[src/rtl/fphub_div_pkg.sv]
`default_nettype none
// ============================================================================
// Module  : fphub_div_pkg
// Brief   : Shared types for the HUB FP divider request sequencer.
// Revision: 1.0 - initial release
// ============================================================================
package fphub_div_pkg;

    localparam int M  = 23;
    localparam int E  = 8;
    localparam int TW = 4;
    localparam int T  = M + E;

    typedef enum logic [1:0] {
        S_IDLE  = 2'd0,
        S_ISSUE = 2'd1,
        S_WAIT  = 2'd2,
        S_HOLD  = 2'd3
    } seq_state_t;

    typedef struct packed {
        logic [T:0]    x;
        logic [T:0]    d;
        logic [TW-1:0] tag;
    } div_req_t;

endpackage
`default_nettype wire

[src/rtl/fphub_req_fifo.sv]
`default_nettype none
// ============================================================================
// Module  : fphub_req_fifo
// Brief   : Synchronous request FIFO; head is read straight from storage regs.
// Revision: 1.0 - initial release
// ============================================================================
module fphub_req_fifo
    import fphub_div_pkg::*;
#(
    parameter int WIDTH = $bits(div_req_t),
    parameter int DEPTH = 4
) (
    input  logic             clk,
    input  logic             rst_l,
    input  logic             push,
    input  logic [WIDTH-1:0] push_data,
    input  logic             pop,
    output logic             full,
    output logic             empty,
    output logic [WIDTH-1:0] head
);

    localparam int            c_aw    = $clog2(DEPTH);
    localparam logic [c_aw:0] c_depth = (c_aw + 1)'(DEPTH);

    logic [WIDTH-1:0] r_mem [DEPTH];
    logic [c_aw-1:0]  r_wr_ptr;
    logic [c_aw-1:0]  r_rd_ptr;
    logic [c_aw:0]    r_count;
    logic             w_do_push;
    logic             w_do_pop;

    assign full      = (r_count == c_depth);
    assign empty     = (r_count == '0);
    assign w_do_push = push && !full;
    assign w_do_pop  = pop && !empty;
    assign head      = r_mem[r_rd_ptr];

    // Pointers wrap naturally because DEPTH is a power of two.
    always_ff @(posedge clk or negedge rst_l) begin
        if (!rst_l) begin
            r_wr_ptr <= '0;
            r_rd_ptr <= '0;
            r_count  <= '0;
        end else begin
            if (w_do_push) r_wr_ptr <= r_wr_ptr + 1'b1;
            if (w_do_pop)  r_rd_ptr <= r_rd_ptr + 1'b1;
            case ({w_do_push, w_do_pop})
                2'b10:   r_count <= r_count + 1'b1;
                2'b01:   r_count <= r_count - 1'b1;
                default: r_count <= r_count;
            endcase
        end
    end

    always_ff @(posedge clk) begin
        if (w_do_push) r_mem[r_wr_ptr] <= push_data;
    end

endmodule
`default_nettype wire

[src/rtl/fphub_div_sequencer.sv]
`default_nettype none
// ============================================================================
// Module  : fphub_div_sequencer
// Brief   : Buffers divide requests and issues them one at a time to the SRT
//           divider, with a watchdog for a divider that never finishes.
// Revision: 1.0 - initial release
// ============================================================================
module fphub_div_sequencer
    import fphub_div_pkg::*;
#(
    parameter int M       = 23,
    parameter int E       = 8,
    parameter int DEPTH   = 4,
    parameter int TW      = 4,
    parameter int TIMEOUT = 64
) (
    input  logic            clk,
    input  logic            rst_l,
    input  logic            in_valid,
    output logic            in_ready,
    input  logic [M+E:0]    in_x,
    input  logic [M+E:0]    in_d,
    input  logic [TW-1:0]   in_tag,
    output logic            out_valid,
    input  logic            out_ready,
    output logic [M+E:0]    out_res,
    output logic [TW-1:0]   out_tag,
    output logic            out_special,
    output logic            out_err,
    output logic            div_start,
    output logic [M+E:0]    div_x,
    output logic [M+E:0]    div_d,
    input  logic [M+E:0]    div_res,
    input  logic            div_finish,
    input  logic            div_special
);

    localparam int c_w   = M + E + 1;
    localparam int c_fw  = 2 * c_w + TW;
    localparam int c_wdw = $clog2(TIMEOUT + 1);

    seq_state_t       r_state;
    seq_state_t       w_state_nxt;
    logic [c_fw-1:0]  w_fifo_head;
    logic             w_full;
    logic             w_empty;
    logic             w_push;
    logic             w_pop;
    logic             w_load;
    logic             w_capture;
    logic             w_timeout;
    logic             w_release;

    logic [c_w-1:0]   r_div_x;
    logic [c_w-1:0]   r_div_d;
    logic [TW-1:0]    r_tag;
    logic             r_special;
    logic [c_wdw-1:0] r_wd;
    logic [c_w-1:0]   r_out_res;
    logic             r_out_special;
    logic             r_out_err;
    logic             r_out_valid;
    logic [7:0]       r_stray;

    assign in_ready    = !w_full;
    assign w_push      = in_valid && in_ready;
    assign w_pop       = w_capture || w_timeout;
    assign div_start   = (r_state == S_ISSUE);
    assign div_x       = r_div_x;
    assign div_d       = r_div_d;
    assign out_valid   = r_out_valid;
    assign out_res     = r_out_res;
    assign out_tag     = r_tag;
    assign out_special = r_out_special;
    assign out_err     = r_out_err;

    fphub_req_fifo #(
        .WIDTH (c_fw),
        .DEPTH (DEPTH)
    ) u_fifo (
        .clk       (clk),
        .rst_l     (rst_l),
        .push      (w_push),
        .push_data ({in_x, in_d, in_tag}),
        .pop       (w_pop),
        .full      (w_full),
        .empty     (w_empty),
        .head      (w_fifo_head)
    );

    always_ff @(posedge clk or negedge rst_l) begin
        if (!rst_l) r_state <= S_IDLE;
        else        r_state <= w_state_nxt;
    end

    always_comb begin
        w_state_nxt = r_state;
        w_load      = 1'b0;
        w_capture   = 1'b0;
        w_timeout   = 1'b0;
        w_release   = 1'b0;
        case (r_state)
            S_IDLE: begin
                if (!w_empty) begin
                    w_load      = 1'b1;
                    w_state_nxt = S_ISSUE;
                end
            end
            S_ISSUE: w_state_nxt = S_WAIT;
            S_WAIT: begin
                // A finish on the final watchdog cycle still wins.
                if (div_finish) begin
                    w_capture   = 1'b1;
                    w_state_nxt = S_HOLD;
                end else if (r_wd == c_wdw'(TIMEOUT - 1)) begin
                    w_timeout   = 1'b1;
                    w_state_nxt = S_HOLD;
                end
            end
            S_HOLD: begin
                if (out_ready) begin
                    w_release   = 1'b1;
                    w_state_nxt = S_IDLE;
                end
            end
            default: w_state_nxt = S_IDLE;
        endcase
    end

    always_ff @(posedge clk or negedge rst_l) begin
        if (!rst_l) begin
            r_div_x       <= '0;
            r_div_d       <= '0;
            r_tag         <= '0;
            r_special     <= 1'b0;
            r_wd          <= '0;
            r_out_res     <= '0;
            r_out_special <= 1'b0;
            r_out_err     <= 1'b0;
            r_out_valid   <= 1'b0;
            r_stray       <= '0;
        end else begin
            if (w_load) {r_div_x, r_div_d, r_tag} <= w_fifo_head;

            if (r_state == S_ISSUE) begin
                r_special <= div_special;
                r_wd      <= '0;
            end else if (r_state == S_WAIT && !div_finish) begin
                r_wd <= r_wd + 1'b1;
            end

            if (w_capture) begin
                r_out_res     <= div_res;
                r_out_special <= r_special;
                r_out_err     <= 1'b0;
                r_out_valid   <= 1'b1;
            end else if (w_timeout) begin
                r_out_res     <= '0;
                r_out_special <= 1'b0;
                r_out_err     <= 1'b1;
                r_out_valid   <= 1'b1;
            end else if (w_release) begin
                r_out_valid <= 1'b0;
                r_out_err   <= 1'b0;
            end

            if (div_finish && r_state != S_WAIT && r_stray != 8'hFF)
                r_stray <= r_stray + 8'd1;
        end
    end

endmodule
`default_nettype wire
[config.mk]
export PLATFORM = sky130hd
export DESIGN_NAME = fphub_div_sequencer
export DESIGN_NICKNAME = d
export VERILOG_FILES = /design/src/rtl/fphub_div_pkg.sv /design/src/rtl/fphub_req_fifo.sv /design/src/rtl/fphub_div_sequencer.sv
export SDC_FILE = /design/constraint.sdc
export NUM_CORES = 1
export LEC_CHECK = 0
export ABC_AREA = 1
export CORE_MARGIN = 1
export CORE_UTILIZATION = 30
export CTS_CLUSTER_SIZE = 14
export DETAILED_ROUTE_END_ITERATION = 10
export GPL_TIMING_DRIVEN = 1
export PLACE_DENSITY_LB_ADDON = 0.15
export SYNTH_ARGS = -nofsm -noshare
export SYNTH_HDL_FRONTEND = slang
export SYNTH_SLANG_ARGS = --single-unit
export TNS_END_PERCENT = 1
[constraint.sdc]
create_clock -name clk -period 5.6 [get_ports clk]
set_input_delay 0.56 -clock clk [delete_from_list [all_inputs] [get_ports clk]]
set_output_delay 0.56 -clock clk [all_outputs]
set_load 0.02 [all_outputs]
==> results.py, run 1 <==
metrics = {
    "cts": {
        "cts_buffers": 46,
        "clkSlewWorstSetupHoldPaths_ps": 60,
        "cts_tree": "done",
        "cts.repair.resized": 0,
        "cts_sink_count": 392,
        "clk_latency_worst_skew_pair_ps": 570,
        "clock_tree.buffer_depth": 3,
        "htree_levels": 2,
        "hold_buffers": 0,
        "post-cts-setup-buffer-count": 0,
        "clock_root_buffer": "sky130_fd_sc_hd__clkbuf_16",
    },
    "logic_synthesis": {
        "avgSynthCellArea_um2": 11.8,
        "syn-instance-count": 1294,
        "synth_sequential_area_ratio_pct": 73.4,
        "fraction_of_synthesis_flops_using_an_asynchronous_set_or_reset_pin_pct": 30.6,
        "synthMostInstantiatedCell": "sky130_fd_sc_hd__edfxtp_1",
        "yosys.area.top_type": "sky130_fd_sc_hd__edfxtp_1",
        "synth.ff_latch_count": 392,
        "netlist_top_cells_count": "sky130_fd_sc_hd__edfxtp_1 (272), sky130_fd_sc_hd__nand2_1 (265), sky130_fd_sc_hd__nor2_1 (218), sky130_fd_sc_hd__o21ai_0 (166), sky130_fd_sc_hd__dfrtp_1 (120)",
        "yosys.area.top_type_share_pct": 53.7,
        "synthFlopType": "sky130_fd_sc_hd__edfxtp_1",
        "syn_nets": 1411,
        "synth_warnings": 0,
        "yosys.cell_types.count": 27,
        "synth_edf_count": 272,
        "synth.cell_area_um2": 15200,
        "post_synth_main_area_contributors": "sky130_fd_sc_hd__edfxtp_1 (54%), sky130_fd_sc_hd__dfrtp_1 (20%), sky130_fd_sc_hd__nand2_1 (6.5%)",
    },
    "outcome": {
        "outcome": "finished clean",
    },
    "sta": {
        "max-slew-margin-rel_pct": 34.2,
        "fin_setup_tns_ps": 0,
        "fin_worst_skew_ps": 20.0,
        "unrepaired_setup_endpoints_after_global_routing": "no",
        "post-route-min-period_ps": 2750,
        "worst_pin_slew_ps": 985,
        "final_max_slew_viol_count": 0,
        "hold_viol_final": 0,
        "setup-violations-final": 0,
        "hold_slack_ps": 37.1,
        "achievable-frequency_ghz": 0.364,
        "finalCritPeriodShare_pct": 49.1,
    },
    "final_layout": {
        "design.final.nets": 1610,
        "area_growth_syn_to_layout_pct": 27.5,
        "post-route-cell-area_um2": 19400,
        "final_layout_size_suffix_gt1_share_pct": 6.47,
        "finish.utilization_pct": 38.7,
        "fillCellCount": 4895,
    },
    "worst_setup_path": {
        "critical_path_class": "reg -> reg",
        "critical_path.slowest_cell": "sky130_fd_sc_hd__buf_4",
        "crit_path_end_kind": "flop",
        "cp_cell_sequence": "inv_1 > nand3_1 > nand2_1 > nor2_4 > buf_4",
        "worst_setup_start_kind": "flop",
        "critical_path_arrival_ps": 2930,
        "path_max_fanout": 55,
        "crit_path_max_incr_delay_ps": 780,
        "worst_ep_required_time_ps": 5780,
    },
    "pwr": {
        "netSwitchingPower_mw": 4.06,
        "clock_power_share_pct": 26.1,
        "power.share.switching_pct": 36.6,
        "power.sequential.fraction_pct": 39.0,
        "peak_supply_drop_mv": 0.256,
        "power_per_cell_area_nw_per_um2": 572,
        "leak_nw": 7.34,
        "comb_power_share_pct": 34.9,
        "internal-power_mw": 7.04,
    },
    "route": {
        "avgRoutedWirePerCell_um": 17.5,
        "drt.antenna.violating_nets": 0,
        "drt_wl_total_um": 38600,
        "detail_route.vias_per_cell": 4.51,
        "drtIter0Drc": 553,
        "via_count": 9950,
        "dr.pass1.iters": 6,
        "drc": 0,
    },
    "floorplan": {
        "floorplan.die_area_um2": 51600,
        "ioPinCount": 211,
        "dieHeight_um": 227,
        "die_width_um": 227,
        "initial_util_pct": 30.4,
        "core_footprint_um2": 50100,
        "rows": 82,
    },
    "grt": {
        "grt_pass1_wl_um": 59000,
        "grt_start_max_net_pins": 88,
        "antenna_violations_before_repair": 3,
        "first_global_vias": 10015,
        "global_route.usage.total_pct": 15.0,
        "remaining_global_route_overflow": 0,
    },
    "placement": {
        "detailedPlacementHpwl_um": 22100,
        "post_dp_cell_area_um2": 17900,
        "port_buffers": 210,
        "weighted_congestion_at_the_end_of_routability_driven_global_placement": 0.690,
    },
    "job": {
        "maxCapViolCount": 0,
    },
    "worst_hold_path": {
        "worst_hold_path_class": "in -> async",
    },
}
==> critical path, delay by kind of cell, from the launching register on <==
family / cells / cell delay, ps
and+or+nand+nor: 3 / 1000
DFF: 1 / 430
buffers and inverters: 2 / 890
==> power by group through the flow <==
stage	Sequential [mW]	Combinational [mW]	Clock [mW]
floorplan	4.74	2.01	0
global placement	4.38	3.92	0
detailed placement	4.39	3.95	0
CTS	4.34	3.97	2.99
global route	4.42	4.35	3.10
finish	4.33	3.87	2.90
==> path summary, 6_finish.rpt <==
path / from / to / slack [ps] / cells after the start
max in group asynchronous: rst_l / u_fifo.r_rd_ptr[0] / 4230 / 2
worst max-delay path: u_fifo.r_count[0] / u_fifo.r_mem[0][59] / 2850 / 5
worst max register to register: u_fifo.r_count[0] / u_fifo.r_mem[0][59] / 2850 / 5
min in group clk: out_res[19] / out_res[19] / 470 / 2
worst min register to register: out_res[19] / out_res[19] / 470 / 2
worst min-delay path: rst_l / r_wd[3] / 40 / 1
==> cell type report <==
| class | instances | area (um2) | share of cell area, % |
|---|---|---|---|
| antenna | 1 | 2.50 | 0.0129 |
| clock buffer | 67 | 1330 | 6.87 |
| clock inverter | 19 | 148 | 0.762 |
| inverter | 28 | 110 | 0.568 |
| multi-input combinational | 802 | 3580 | 18.5 |
| sequential | 392 | 11200 | 57.6 |
| tap | 672 | 841 | 4.34 |
| timing repair buffer | 223 | 2200 | 11.4 |
==> per-layer routing <==
layer,share of wire (%),up-vias,global-route usage (%)
met3,5.6,58,3.25
met2,45,228,23.7
li1,-,4836,-
met4,1.9,4,4.46
met5,0.067,-,0
met1,47,4824,20.6
==> cells in the final DEF (no fill, tap or decap), drive strengths merged, types with 6 or more instances in the layout <==
master	count
o21ai	277
edfxtp	272
nand2	267
nor2	220
clkdlybuf4s50	209
dfrtp	120
clkbuf	67
inv	28
clkinv	15
buf	14
ha	10
nand3	8
a21oi	6
==> metrics by stage <==
step / worst slack, ps / instances / total power [mW]
2_1_floorplan: 1280 / 1294 / 6.76
3_3_place_gp: 2530 / 2117 / 8.30
3_5_place_dp: 2400 / 2117 / 8.34
4_1_cts: 2760 / 2203 / 11.3
5_1_grt: 2560 / 2203 / 11.9
6_report: 2850 / 2204 / 11.1
==> cell families after synthesis <==
family                   share of synthesized area, %
XOR/XNOR                                        0.230
flip-flops                                       73.4
AND/OR/NAND/NOR                                  12.7
adder cells (fa/ha/maj)                         0.954
buffers and inverters                            3.22
AO/OA/AOI/OAI                                    9.49
==> flip-flops by register name, summed over array words and instances (netlist names) <==
signal           cells
u_fifo.r_mem       272
div_d               32
div_x               32
out_res             32
r_wd                 7
out_tag              4
u_fifo.r_count       3
r_state              2
u_fifo.r_rd_ptr      2
u_fifo.r_wr_ptr      2
out_err              1
out_special          1
out_valid            1
r_special            1
Note: power is estimated with default switching activity, not from simulation.
==> inputs of run 2 (changes only) <==
Clock period 5.6 ns to 2.8 ns, I/O delays scaled along.
==> results.py, run 2 (synthesis gave the netlist of run 1 again) <==
metrics = {
    "outcome": {
        "outcome": "finished clean",
    },
    "sta": {
        "worst_pin_slew_ps": 887,
        "fin_worst_skew_ps": 10.4,
        "finalCritPeriodShare_pct": 87.9,
        "fin_setup_tns_ps": 0,
        "final_max_slew_viol_count": 0,
        "setup-violations-final": 0,
        "max-slew-margin-rel_pct": 40.9,
        "achievable-frequency_ghz": 0.406,
        "hold_viol_final": 0,
        "unrepaired_setup_endpoints_after_global_routing": "no",
        "post-route-min-period_ps": 2460,
    },
    "pwr": {
        "power_per_cell_area_nw_per_um2": 1150,
        "peak_supply_drop_mv": 0.664,
        "leak_nw": 7.46,
    },
    "cts": {
        "cts_buffers": 45,
        "htree_levels": 2,
        "clock_root_buffer": "sky130_fd_sc_hd__clkbuf_16",
        "cts_sink_count": 392,
        "cts_tree": "done",
        "clk_latency_worst_skew_pair_ps": 570,
        "clkSlewWorstSetupHoldPaths_ps": 60,
        "clock_tree.buffer_depth": 3,
    },
    "grt": {
        "global_route.usage.total_pct": 14.8,
        "grt_start_max_net_pins": 138,
        "grt_pass1_wl_um": 57900,
        "antenna_violations_before_repair": 7,
        "remaining_global_route_overflow": 0,
        "first_global_vias": 9946,
    },
    "placement": {
        "detailedPlacementHpwl_um": 21000,
        "weighted_congestion_at_the_end_of_routability_driven_global_placement": 0.709,
        "port_buffers": 210,
    },
    "worst_setup_path": {
        "r2r-start": "r_state[0]",
        "crit_path_max_incr_delay_ps": 440,
        "crit_path_end_kind": "flop",
        "crit_start": "r_state[0]",
        "critPathMostFrequentCell": "sky130_fd_sc_hd__inv_1",
        "critical_path.slowest_cell": "sky130_fd_sc_hd__fa_1",
        "critical_path_arrival_ps": 2890,
        "cell_depth_of_the_worst_flop_to_flop_path": 14,
        "path_max_fanout": 7,
        "worst_setup_start_kind": "flop",
        "cp_cell_sequence": "inv_1 > ha_1 > nand2_2 > nor2_2 > nand2_1 > nand2_2 > nand2_1 > inv_1 > ha_1 > inv_1 > fa_1 > a21oi_1 > o21ai_0 > xor2_1",
        "worst_ep_required_time_ps": 3230,
        "critical_path.endpoint": "u_fifo.r_count[2]",
        "reg2reg_setup_slack_ps": 340,
        "critical_path_class": "reg -> reg",
        "rr_endpoint": "u_fifo.r_count[2]",
    },
    "final_layout": {
        "register_containing_the_most_flip_flops_in_the_final_layout": "u_fifo.r_mem",
        "finish.utilization_pct": 39.2,
        "area_growth_syn_to_layout_pct": 29.1,
        "final_cell_mix": "sky130_fd_sc_hd__edfxtp_1 (272), sky130_fd_sc_hd__nand2_1 (265), sky130_fd_sc_hd__nor2_1 (214), sky130_fd_sc_hd__clkdlybuf4s50_1 (209), sky130_fd_sc_hd__o21ai_0 (166)",
        "largest_register_ff_count": 272,
        "design.final.nets": 1621,
        "final_layout_size_suffix_gt1_share_pct": 7.08,
        "layout_commonest_cell": "sky130_fd_sc_hd__edfxtp_1",
    },
    "floorplan": {
        "core_footprint_um2": 50100,
        "initial_util_pct": 30.4,
        "ioPinCount": 211,
        "die_width_um": 227,
        "floorplan.die_area_um2": 51600,
        "dieHeight_um": 227,
        "rows": 82,
    },
    "route": {
        "detail_route.vias_per_cell": 4.47,
        "drt.antenna.violating_nets": 0,
        "drtIter0Drc": 572,
        "via_count": 9914,
        "drc": 0,
        "avgRoutedWirePerCell_um": 17.0,
        "drt_wl_total_um": 37700,
        "dr.pass1.iters": 4,
    },
    "job": {
        "maxCapViolCount": 0,
    },
    "worst_hold_path": {
        "worst_hold_path_class": "in -> reg",
    },
}
run 2: timing repair:
item                      in CTS  in global routing
hold buffers                   1                  0
buffers inserted               0                  0
resized for setup              0                  0
hold endpoints to repair      67                  0
run 2: report_power, final:
part	internal [mW]	switching (mW)	leakage, nW
Clock	3.57	2.37	0.729
Combinational	2.98	5.12	2.75
Sequential	7.91	0.607	3.97
Total	14.5	8.10	7.46
run 2: area by class of cell:
cell class                      instances  area, um2
Fill cell                            4863      30400
Sequential cell                       392      11200
Multi-Input combinational cell        802       3580
Timing Repair Buffer                  235       2430
Clock buffer                           60       1230
Tap cell                              672        841
Clock inverter                         23        262
Inverter                               28        111
Antenna cell                            4       10.0
run 2: layer usage:
| layer | part of all wire [%] | vias up | track usage, % |
|---|---|---|---|
| met5 | 0.19 | - | 0 |
| met4 | 2.2 | 10 | 4.65 |
| met3 | 6.5 | 62 | 4.17 |
| met2 | 46 | 208 | 24.3 |
| met1 | 45 | 4774 | 18.7 |
| li1 | - | 4860 | - |
run 2: worst max-delay path, delay by kind of cell, from the launching register on:
kind            cells  cell delay, ps
simple gates        5             510
xor+xnor            1             150
compound gates      2             260
buf+inv             3             220
flops               1             410
fa+ha+maj           3             770
run 2: through the flow:
step           instance area, um2  hold WS [ps]  setup WS (ps)  instances  total power, mW
3_3_place_gp                18100           384            252       2128             16.9
3_5_place_dp                18100           385            264       2128             17.0
5_1_grt                     19600           256           99.9       2212             24.1
4_1_cts                     19600           229            308       2212             23.0
6_report                    19600           261            339       2216             22.6
2_1_floorplan               15200         -15.6           -421       1294             13.5
run 2: how the worst min path moves through the flow:
| stage | startpoint | end | slack (ps) | depth (start not counted) |
|---|---|---|---|---|
| finish | div_res[15] | out_res[15] | 260 | 3 |
| detailed placement | rst_l | out_res[26] | 380 | 1 |
| global route | div_res[16] | out_res[16] | 260 | 3 |
| global placement | rst_l | out_res[26] | 380 | 1 |
| floorplan | rst_l | div_d[0] | -20 | 0 |
| CTS | div_res[15] | out_res[15] | 230 | 3 |
==> inputs of run 3 (changes only) <==
Settings changed: DONT_BUFFER_PORTS set to 1.
==> results.py, run 3 (synthesis gave the netlist of run 1 again) <==
metrics = {
    "pwr": {
        "power.total_mw": 21.5,
        "leak_nw": 7.12,
        "peak_supply_drop_mv": 0.529,
        "power_per_cell_area_nw_per_um2": 1150,
    },
    "worst_setup_path": {
        "cell_depth_of_the_worst_flop_to_flop_path": 14,
        "worst_setup_start_kind": "flop",
        "rr_endpoint": "u_fifo.r_count[2]",
        "critical_path_class": "reg -> reg",
        "reg2reg_setup_slack_ps": 260,
        "worst_ep_required_time_ps": 3230,
        "path_max_fanout": 7,
        "r2r-start": "r_state[0]",
        "crit_path_end_kind": "flop",
        "critical_path_arrival_ps": 2970,
    },
    "cts": {
        "hold_buffers": 103,
        "htree_levels": 2,
        "clock_root_buffer": "sky130_fd_sc_hd__clkbuf_16",
        "cts_sink_count": 392,
        "clkSlewWorstSetupHoldPaths_ps": 50,
        "clock_tree.buffer_depth": 3,
        "cts_tree": "done",
        "clk_latency_worst_skew_pair_ps": 570,
        "cts_buffers": 47,
    },
    "sta": {
        "post-route-min-period_ps": 2540,
        "unrepaired_setup_endpoints_after_global_routing": "no",
        "worst_pin_slew_ps": 905,
        "achievable-frequency_ghz": 0.394,
        "finalWorstSetupSlack_ps": 264,
        "hold_viol_final": 120,
        "fin_worst_skew_ps": 14.1,
        "hold_slack_ps": -584,
        "max-slew-margin-rel_pct": 39.7,
        "finalCritPeriodShare_pct": 90.6,
        "setup-violations-final": 0,
        "final_max_slew_viol_count": 0,
    },
    "route": {
        "avgRoutedWirePerCell_um": 17.9,
        "via_count": 9624,
        "drtIter0Drc": 445,
        "drt_wl_total_um": 37900,
        "dr.pass1.iters": 4,
        "drt.antenna.violating_nets": 0,
        "drc": 0,
        "detail_route.vias_per_cell": 4.55,
    },
    "floorplan": {
        "rows": 82,
        "floorplan.die_area_um2": 51600,
        "ioPinCount": 211,
        "core_footprint_um2": 50100,
        "dieHeight_um": 227,
        "die_width_um": 227,
        "initial_util_pct": 30.4,
    },
    "job": {
        "maxCapViolCount": 0,
    },
    "placement": {
        "detailedPlacementHpwl_um": 20700,
        "placed_cells_incl_taps": 1918,
        "preCtsSetupSlack_ps": 289,
        "weighted_congestion_at_the_end_of_routability_driven_global_placement": 0.766,
        "post_dp_cell_area_um2": 16000,
        "port_buffers": 0,
    },
    "final_layout": {
        "stdcell_count": 2115,
        "largest_register_ff_count": 272,
        "register_containing_the_most_flip_flops_in_the_final_layout": "u_fifo.r_mem",
        "fillCellCount": 4947,
        "final_cell_mix": "sky130_fd_sc_hd__edfxtp_1 (272), sky130_fd_sc_hd__nand2_1 (265), sky130_fd_sc_hd__nor2_1 (214), sky130_fd_sc_hd__o21ai_0 (166), sky130_fd_sc_hd__dfrtp_1 (119)",
        "layout_commonest_cell": "sky130_fd_sc_hd__edfxtp_1",
        "post-route-cell-area_um2": 18700,
        "final_layout_size_suffix_gt1_share_pct": 8.08,
        "design.final.nets": 1515,
        "area_growth_syn_to_layout_pct": 22.8,
    },
    "grt": {
        "antenna_violations_before_repair": 8,
        "first_global_vias": 9861,
        "grt_start_max_net_pins": 138,
        "global_route.usage.total_pct": 14.7,
        "remaining_global_route_overflow": 0,
        "grt_pass1_wl_um": 57800,
    },
    "worst_hold_path": {
        "worst_hold_path_class": "in -> async",
    },
    "outcome": {
        "failed_checks": "hold timing",
        "outcome": "complete, but fails checks",
    },
}
## run 3: how the worst max path moves through the flow
stage	from	slack, ps	to
6_report	r_state[0]	260	u_fifo.r_count[2]
5_1_grt	r_state[0]	7	u_fifo.r_count[2]
4_1_cts	r_state[0]	280	u_fifo.r_count[2]
3_5_place_dp	r_state[0]	290	u_fifo.r_count[2]
3_3_place_gp	r_state[0]	230	u_fifo.r_count[2]
2_1_floorplan	u_fifo.r_count[0]	-420	u_fifo.r_mem[0][0]
## run 3: area by class of cell
cell class	instances	area (um2)	area share, %
diodes	7	17.5	0.0938
clock buffers	66	1360	7.28
clock inverters	21	248	1.33
inverters	28	110	0.590
multi-input cells	802	3580	19.2
flip-flops and latches	392	11200	59.9
well taps	672	841	4.50
repair buffers	127	1340	7.16
## run 3: through the flow
stage                     TNS, ps  utilization, %
after floorplan           -114530               -
after global placement          0            32.0
after detailed placement        0            32.0
after CTS                       0            37.2
after global routing            0            37.3
final                           0            37.3
## run 3: per-layer routing
layer	GRT usage (%)	wire (um)	part of all wire, %
met2	23.8	17300	46
met3	3.99	2520	6.7
met1	18.8	17000	45
met5	0	37	0.098
met4	5.69	996	2.6
## run 3: power by group
part | internal, mW | switching [mW] | total [mW]
registers | 7.91 | 1.65 | 9.55
clock network | 3.85 | 2.39 | 6.24
logic | 1.77 | 3.97 | 5.74
## run 3: repair_timing
action,CTS,global route
setup buffers,0,0
setup endpoints to repair,0,1
endpoints found under the hold margin,430,120
gates resized for setup,0,1
## run 3: worst max-delay path: stages (launching register included)
cell,delay [ps]
sky130_fd_sc_hd__dfrtp_1,410
sky130_fd_sc_hd__inv_1,90
sky130_fd_sc_hd__ha_1,200
sky130_fd_sc_hd__nand2_2,130
sky130_fd_sc_hd__nor2_2,160
sky130_fd_sc_hd__nand2_1,120
sky130_fd_sc_hd__nand2_4,110
sky130_fd_sc_hd__nand2_1,70
sky130_fd_sc_hd__inv_1,60
sky130_fd_sc_hd__ha_1,130
sky130_fd_sc_hd__inv_1,70
sky130_fd_sc_hd__fa_1,440
sky130_fd_sc_hd__a21oi_1,170
sky130_fd_sc_hd__o21ai_0,120
sky130_fd_sc_hd__xor2_1,150
